`config.mk`:
```
export PLATFORM = sky130hd
export DESIGN_NAME = cache_line_fill_responder_flat
export DESIGN_NICKNAME = d
export VERILOG_FILES = /design/src/rtl/cache_line_fill_responder_if.sv /design/src/rtl/cache_line_fill_responder.sv /design/src/flat_wrapper.sv
export SDC_FILE = /design/constraint.sdc
export NUM_CORES = 1
export LEC_CHECK = 0
export BUFFER_PORTS_ARGS = -buffer_cell sky130_fd_sc_hd__buf_2
export CAP_MARGIN = 10
export CORE_MARGIN = 2
export CORE_UTILIZATION = 62
export CTS_BUF_LIST = sky130_fd_sc_hd__clkbuf_8
export CTS_CLUSTER_SIZE = 14
export DETAILED_ROUTE_END_ITERATION = 16
export PLACE_DENSITY = 0.95
export REMOVE_ABC_BUFFERS = 1
export SYNTH_ARGS = -nofsm -noshare
export SYNTH_HDL_FRONTEND = slang
export SYNTH_SLANG_ARGS = --single-unit
```
`constraint.sdc`:
```
create_clock -name clk -period 5.1 [get_ports clk]
set_input_delay 1.02 -clock clk [delete_from_list [all_inputs] [get_ports clk]]
set_output_delay 1.02 -clock clk [all_outputs]
set_load 0.02 [all_outputs]
```
`src/rtl/cache_line_fill_responder_if.sv`:
```
// ---------------------------------------------------------------------------
// cache_line_fill_responder_if
//
// Bundles the signals of the cache line-fill responder. It carries both the
// cache-facing handshake and the SDRAM controller read port.
//
// Cache side:
//   req, req_addr, inval   cache -> responder
//   fill, fill_data, busy  responder -> cache
// SDRAM side:
//   mem_req, mem_addr              responder -> controller
//   mem_ack, mem_rvalid, mem_rdata controller -> responder
//
// Modports:
//   slave  - the responder's view
//   master - the environment's view (cache plus controller)
// ---------------------------------------------------------------------------
interface cache_line_fill_responder_if #(
   parameter int ADDR_W = 26,
   parameter int DATA_W = 16
);
   logic              req;
   logic [ADDR_W-1:0] req_addr;
   logic              inval;
   logic              fill;
   logic [DATA_W-1:0] fill_data;
   logic              busy;
   logic              mem_req;
   logic [ADDR_W-4:0] mem_addr;
   logic              mem_ack;
   logic              mem_rvalid;
   logic [DATA_W-1:0] mem_rdata;

   modport slave (
      input  req, req_addr, inval, mem_ack, mem_rvalid, mem_rdata,
      output fill, fill_data, busy, mem_req, mem_addr
   );

   modport master (
      output req, req_addr, inval, mem_ack, mem_rvalid, mem_rdata,
      input  fill, fill_data, busy, mem_req, mem_addr
   );
endinterface

```
`src/rtl/cache_line_fill_responder.sv`:
```
// ---------------------------------------------------------------------------
// cache_line_fill_responder
//
// Memory-side responder for the two-way cache's line fill. A fill request
// triggers one 4-word line read from the SDRAM controller. The returned words
// are buffered and then streamed back critical-word-first on four
// consecutive cycles. Every output is a register or a decode of registered
// state.
//
// Ports:
//   clk      clock
//   reset_n  synchronous active-low reset
//   bus      cache_line_fill_responder_if.slave:
//              req/req_addr/inval in; fill/fill_data/busy out;
//              mem_req/mem_addr out; mem_ack/mem_rvalid/mem_rdata in
//
// Optional feature (macro LINEBUF_EN):
//   Keeps the tag of the last streamed line plus a valid bit. A request that
//   hits that line streams straight from the buffer without an SDRAM read.
//   inval clears the valid bit. When LINEBUF_EN is undefined, inval is
//   ignored and no tag logic exists.
// ---------------------------------------------------------------------------
module cache_line_fill_responder #(
   parameter int ADDR_W = 26,
   parameter int DATA_W = 16
) (
   input  logic                             clk,
   input  logic                             reset_n,
   cache_line_fill_responder_if.slave       bus
);
   localparam int LINE_W = ADDR_W - 3;

   typedef enum logic [2:0] {
      S_IDLE,
      S_ISSUE,
      S_COLLECT,
      S_STREAM,
      S_DONE
   } state_t;

   state_t              state_q, state_d;
   logic [LINE_W-1:0]   line_q, line_d;
   logic [1:0]          crit_q, crit_d;
   logic [1:0]          cnt_q, cnt_d;
   logic                mem_req_q, mem_req_d;
   logic                fill_q, fill_d;
   logic [DATA_W-1:0]   fill_data_q, fill_data_d;
   logic [DATA_W-1:0]   line_buf_q [4];
   logic [1:0]          rd_idx;
   logic                hit;
   logic                last_word;
   logic                stream_done;
   logic                unused_addr0;

   // Only word addresses matter; the byte-select bit is never used.
   assign unused_addr0 = bus.req_addr[0];

   // Stream index wraps at 4 words, so the critical word comes first.
   assign rd_idx      = crit_q + cnt_q;
   assign last_word   = (state_q == S_COLLECT) && bus.mem_rvalid && (cnt_q == 2'd3);
   assign stream_done = (state_q == S_STREAM) && (cnt_q == 2'd3);

`ifdef LINEBUF_EN
   logic [LINE_W-1:0] tag_q, tag_d;
   logic              valid_q, valid_d;
   logic              stale_q, stale_d;

   // An inval in the same cycle as the request wins over the hit.
   assign hit = valid_q && !bus.inval && (tag_q == bus.req_addr[ADDR_W-1:3]);

   always_comb begin
      valid_d = valid_q;
      stale_d = stale_q;
      tag_d   = tag_q;
      if ((state_q == S_IDLE) && bus.req) begin
         stale_d = 1'b0;
         // A miss overwrites the buffer, so the old tag no longer applies.
         if (!hit) valid_d = 1'b0;
      end
      // An invalidate that arrives while the line is in flight must stop
      // this line from being marked valid when the stream completes.
      if (bus.inval && ((state_q == S_COLLECT) || (state_q == S_STREAM)))
         stale_d = 1'b1;
      if (stream_done) begin
         tag_d   = line_q;
         valid_d = !stale_q && !bus.inval;
      end
      if (bus.inval) valid_d = 1'b0;
   end

   always_ff @(posedge clk) begin
      if (!reset_n) begin
         valid_q <= 1'b0;
         stale_q <= 1'b0;
      end else begin
         valid_q <= valid_d;
         stale_q <= stale_d;
      end
      tag_q <= tag_d;
   end
`else
   logic unused_inval;

   assign hit          = 1'b0;
   assign unused_inval = bus.inval;
`endif

   // State register
   always_ff @(posedge clk) begin
      if (!reset_n) state_q <= S_IDLE;
      else          state_q <= state_d;
   end

   // Next-state logic
   always_comb begin
      state_d = state_q;
      case (state_q)
         S_IDLE:    if (bus.req)     state_d = hit ? S_STREAM : S_ISSUE;
         S_ISSUE:   if (bus.mem_ack) state_d = S_COLLECT;
         S_COLLECT: if (last_word)   state_d = S_STREAM;
         S_STREAM:  if (stream_done) state_d = S_DONE;
         S_DONE:    if (!bus.req)    state_d = S_IDLE;
         default:                    state_d = S_IDLE;
      endcase
   end

   // Output and datapath next-state logic
   always_comb begin
      line_d      = line_q;
      crit_d      = crit_q;
      cnt_d       = cnt_q;
      mem_req_d   = mem_req_q;
      fill_d      = 1'b0;
      fill_data_d = fill_data_q;
      case (state_q)
         S_IDLE: begin
            if (bus.req) begin
               line_d    = bus.req_addr[ADDR_W-1:3];
               crit_d    = bus.req_addr[2:1];
               cnt_d     = 2'd0;
               mem_req_d = !hit;
            end
         end
         S_ISSUE: begin
            if (bus.mem_ack) mem_req_d = 1'b0;
         end
         S_COLLECT: begin
            if (bus.mem_rvalid) begin
               cnt_d = cnt_q + 2'd1;
               if (cnt_q == 2'd3) begin
                  // Word 0 of the stream leaves on the cycle after the last
                  // rvalid. If the critical word is the one arriving now,
                  // it bypasses the buffer. The stream then resumes at i=1.
                  fill_d      = 1'b1;
                  fill_data_d = (crit_q == 2'd3) ? bus.mem_rdata : line_buf_q[crit_q];
                  cnt_d       = 2'd1;
               end
            end
         end
         S_STREAM: begin
            fill_d      = (cnt_q == 2'd0);
            fill_data_d = line_buf_q[rd_idx];
            cnt_d       = cnt_q + 2'd1;
         end
         default: ;
      endcase
   end

   always_ff @(posedge clk) begin
      if (!reset_n) begin
         cnt_q       <= 2'd0;
         mem_req_q   <= 1'b0;
         fill_q      <= 1'b0;
         fill_data_q <= '0;
         line_q      <= '0;
      end else begin
         cnt_q       <= cnt_d;
         mem_req_q   <= mem_req_d;
         fill_q      <= fill_d;
         fill_data_q <= fill_data_d;
         line_q      <= line_d;
      end
      crit_q <= crit_d;
   end

   always_ff @(posedge clk) begin
      if ((state_q == S_COLLECT) && bus.mem_rvalid)
         line_buf_q[cnt_q] <= bus.mem_rdata;
   end

   assign bus.fill      = fill_q;
   assign bus.fill_data = fill_data_q;
   assign bus.busy      = (state_q != S_IDLE);
   assign bus.mem_req   = mem_req_q;
   assign bus.mem_addr  = line_q;
endmodule

```
`src/flat_wrapper.sv`:
```
// flat-port wrapper written by rule: the top's interface ports become plain ports
module cache_line_fill_responder_flat 
#(
   parameter int ADDR_W = 26,
   parameter int DATA_W = 16
)
  (clk, reset_n, bus_req, bus_req_addr, bus_inval, bus_mem_ack, bus_mem_rvalid, bus_mem_rdata, bus_fill, bus_fill_data, bus_busy, bus_mem_req, bus_mem_addr);
  cache_line_fill_responder_if #(.ADDR_W(ADDR_W), .DATA_W(DATA_W)) bus_i ();
  input  logic clk;
  input  logic reset_n;
  input wire logic [$bits(bus_i.req)-1:0] bus_req;
  input wire logic [$bits(bus_i.req_addr)-1:0] bus_req_addr;
  input wire logic [$bits(bus_i.inval)-1:0] bus_inval;
  input wire logic [$bits(bus_i.mem_ack)-1:0] bus_mem_ack;
  input wire logic [$bits(bus_i.mem_rvalid)-1:0] bus_mem_rvalid;
  input wire logic [$bits(bus_i.mem_rdata)-1:0] bus_mem_rdata;
  output wire logic [$bits(bus_i.fill)-1:0] bus_fill;
  output wire logic [$bits(bus_i.fill_data)-1:0] bus_fill_data;
  output wire logic [$bits(bus_i.busy)-1:0] bus_busy;
  output wire logic [$bits(bus_i.mem_req)-1:0] bus_mem_req;
  output wire logic [$bits(bus_i.mem_addr)-1:0] bus_mem_addr;
  assign bus_i.req = bus_req;
  assign bus_i.req_addr = bus_req_addr;
  assign bus_i.inval = bus_inval;
  assign bus_i.mem_ack = bus_mem_ack;
  assign bus_i.mem_rvalid = bus_mem_rvalid;
  assign bus_i.mem_rdata = bus_mem_rdata;
  assign bus_fill = bus_i.fill;
  assign bus_fill_data = bus_i.fill_data;
  assign bus_busy = bus_i.busy;
  assign bus_mem_req = bus_i.mem_req;
  assign bus_mem_addr = bus_i.mem_addr;
  cache_line_fill_responder #(.ADDR_W(ADDR_W), .DATA_W(DATA_W)) u_core (.clk(clk), .reset_n(reset_n), .bus(bus_i));
endmodule
```
==> flow_metrics.tcl <==
set metrics [dict create \
    antenna_found_initial 0 \
    r2r-start "u_core.crit_q[0]" \
    fin_util_pct 73.6 \
    via_count 3691 \
    synthAdderAreaFrac_pct 1.21 \
    area_growth_pct 16.1 \
    clk_latency_ps 420 \
    period_needed_ps 2470 \
    yosysUniqueCellTypes 41 \
    maxSlewViolCount 0 \
    yosysMostFrequentCell "nand2_1" \
    synth_mux_area_share_pct 14.6 \
    synth_edf_count 66 \
    start_util_pct 63.3 \
    die_w_um 95.4 \
    max_freq_mhz 405 \
    crit_required_ps 4080 \
    fin_ws_ps 2630 \
    synth_top_cell_area_share_pct 38.3 \
    cts_tree "done" \
    drc 0 \
    synthXorXnorAreaFrac_pct 0.628 \
    met3_usage_pct 7.75 \
    core_area_um2 8180 \
    grt_pass1_wl_mm 17.2 \
    vias_per_cell 5.87 \
    post_cts_buffers 0 \
    clkSinkCount 114 \
    irDropWorstVdd_mv 0.206 \
    setup_viol 0 \
    setup_tns_ps 0 \
    stdcell_count 629 \
    dpl.cell_count 597 \
    num_antenna_cells 0 \
    place_area_um2 5630 \
    max_slew.worst_pin.slew_ps 1030 \
    fin_crit_sh_pct 48.4 \
    synth.avg_cell_area_um2 12.0 \
    top_usage_layer "met2" \
    synth_area_leaders "edfxtp_1 (38%), dfxtp_1 (19%), mux2i_1 (7.0%), nand2_1 (5.3%), mux2_4 (4.3%)" \
    hp-class "flip-flop to flip-flop" \
    post-place-ws_ps 2380 \
    path_max_fanout 16 \
    clock-skew-final_ps 10.5 \
    cts_made_buffers 17 \
    synth-main-ff-cell "edfxtp_1" \
    hpwl_mm 7.04 \
    final_antenna_net_count 0 \
    rows 33 \
    cp-startpoint "u_core.state_q[0]" \
    synth-compound-area-share_pct 13.1 \
    status "complete, no violations" \
    grt_max_degree 33 \
    p_per_area_nw_per_um2 342 \
    place_congestion 0.790 \
    finalHoldViolCount 0 \
    path_clk_slew_ps 70 \
    synth_common_cells "nand2_1 (73), edfxtp_1 (66), dfxtp_1 (48)" \
    cts-resized-gates 0 \
    cp-end-kind "output pin" \
    die-area_um2 9100 \
    grt_pass1_vias 3640 \
    hp-start "u_core.bus.mem_addr[17]" \
    io_buffers 87 \
    cts_root_buf "clkbuf_8" \
    wl_mm 11.0 \
    cap_violations 0 \
    ys_seq_area_share_pct 56.8 \
    synth_area_leader_cell "edfxtp_1" \
    dr.pass1.iters 5 \
    drive_gt1_share_pct 28.1 \
    post_drt_wl_per_cell_um 17.5 \
    yosysWarnings 0 \
    drt_iter0_drc 258 \
    grt_overflow 0 \
    total_power_mw 2.05 \
    critical_path_class "flip-flop to output pin" \
    syn-instance-count 431 \
    grt_use_total_pct 25.5 \
    p_leak_nw 2.45 \
    holdWs_ps 450 \
    max_slew_margin_pct 31.5 \
    arrival_ps 1450 \
    synth_top_family_by_area "multiplexers" \
    dieHeight_um 95.4 \
    syn_area_um2 5180 \
    h-tree-depth 4 \
    rsz0062_at_grt "no" \
    cp-start-kind "flip-flop" \
    postLayoutCellArea_um2 6010 \
    grt_use_met2_pct 44.0 \
    clk_path_buf_depth 2 \
    use_met1_pct 30.6 \
    synthArstFlopShare_pct 0 \
    postCtsHoldBufs 0 \
    synth-simple-area-share_pct 10.6 \
    ios 90 \
    ys_ff_latch 114 \
    fin_nets 564 \
]
-- worst paths after layout --
kind,end,slack [ps],cells after the start
worst max-delay path,bus_busy,2630,2
worst min-delay path,u_core.bus.mem_addr[17],450,2
worst max register to register,u_core.bus.fill_data[7],2690,5
worst min register to register,u_core.bus.mem_addr[17],450,2
-- critical path, cell delays in order (launching register included) --
cell and delay [ps]:
dfxtp_1 460, or3_1 400, buf_2 160
-- final cells by class --
class	count	area (um^2)
Multi-Input combinational cell	284	2080
Tap cell	105	131
Timing Repair Buffer	89	450
Clock inverter	14	140
Fill cell	539	2160
Clock buffer	18	248
Inverter	5	18.8
Sequential cell	114	2940
-- cell families after synthesis --
logic type	after synthesis
muxes	66
AOI/OAI and AO/OA	90
buffers and inverters	33
DFF	114
and+or+nand+nor	121
xor gates and xnor gates	2
adders and majority gates	5
-- where the power goes --
group	leakage (nW)	internal, mW	switching, mW
Combinational	1.28	0.0975	0.126
Clock	0.179	0.441	0.359
Sequential	0.987	0.997	0.0339
-- cells in the final DEF, fill, tap and decap left out, types with 2 or more instances in the layout --
cell type / instances
buf_2: 87
nand2_1: 73
edfxtp_1: 66
dfxtp_1: 47
mux2i_1: 36
a22oi_1: 28
a21boi_1: 25
nand3_1: 18
clkbuf_8: 18
o211ai_1: 16
mux2_4: 15
mux2_1: 11
nor2b_1: 7
and2_1: 6
nor2_1: 6
a21oi_1: 5
ha_1: 5
clkinvlp_4: 5
nand2b_1: 4
a22oi_2: 4
mux2_2: 4
inv_1: 3
clkinv_4: 3
clkinv_1: 3
or3_1: 2
inv_2: 2
o21ai_1: 2
bufinv_16: 2
buf_4: 2
-- state kept, by name, indices dropped and copies added (netlist names), named ones only --
register / flops
u_core.bus.mem_addr: 23
u_core.line_buf_q: 64
u_core.state_q: 3
u_core.crit_q: 2
u_core.bus.mem_req: 1
u_core.bus.fill_data: 16
u_core.bus.fill: 1
u_core.cnt_q: 2
-- per-layer routing --
layer	vias to the layer above	part of all wire, %
met2	184	50
met4	0	1.4
met1	1733	39
met3	17	8.9
li1	1757	-
met5	-	0
No activity file was read; power rests on OpenSTA's default activity.
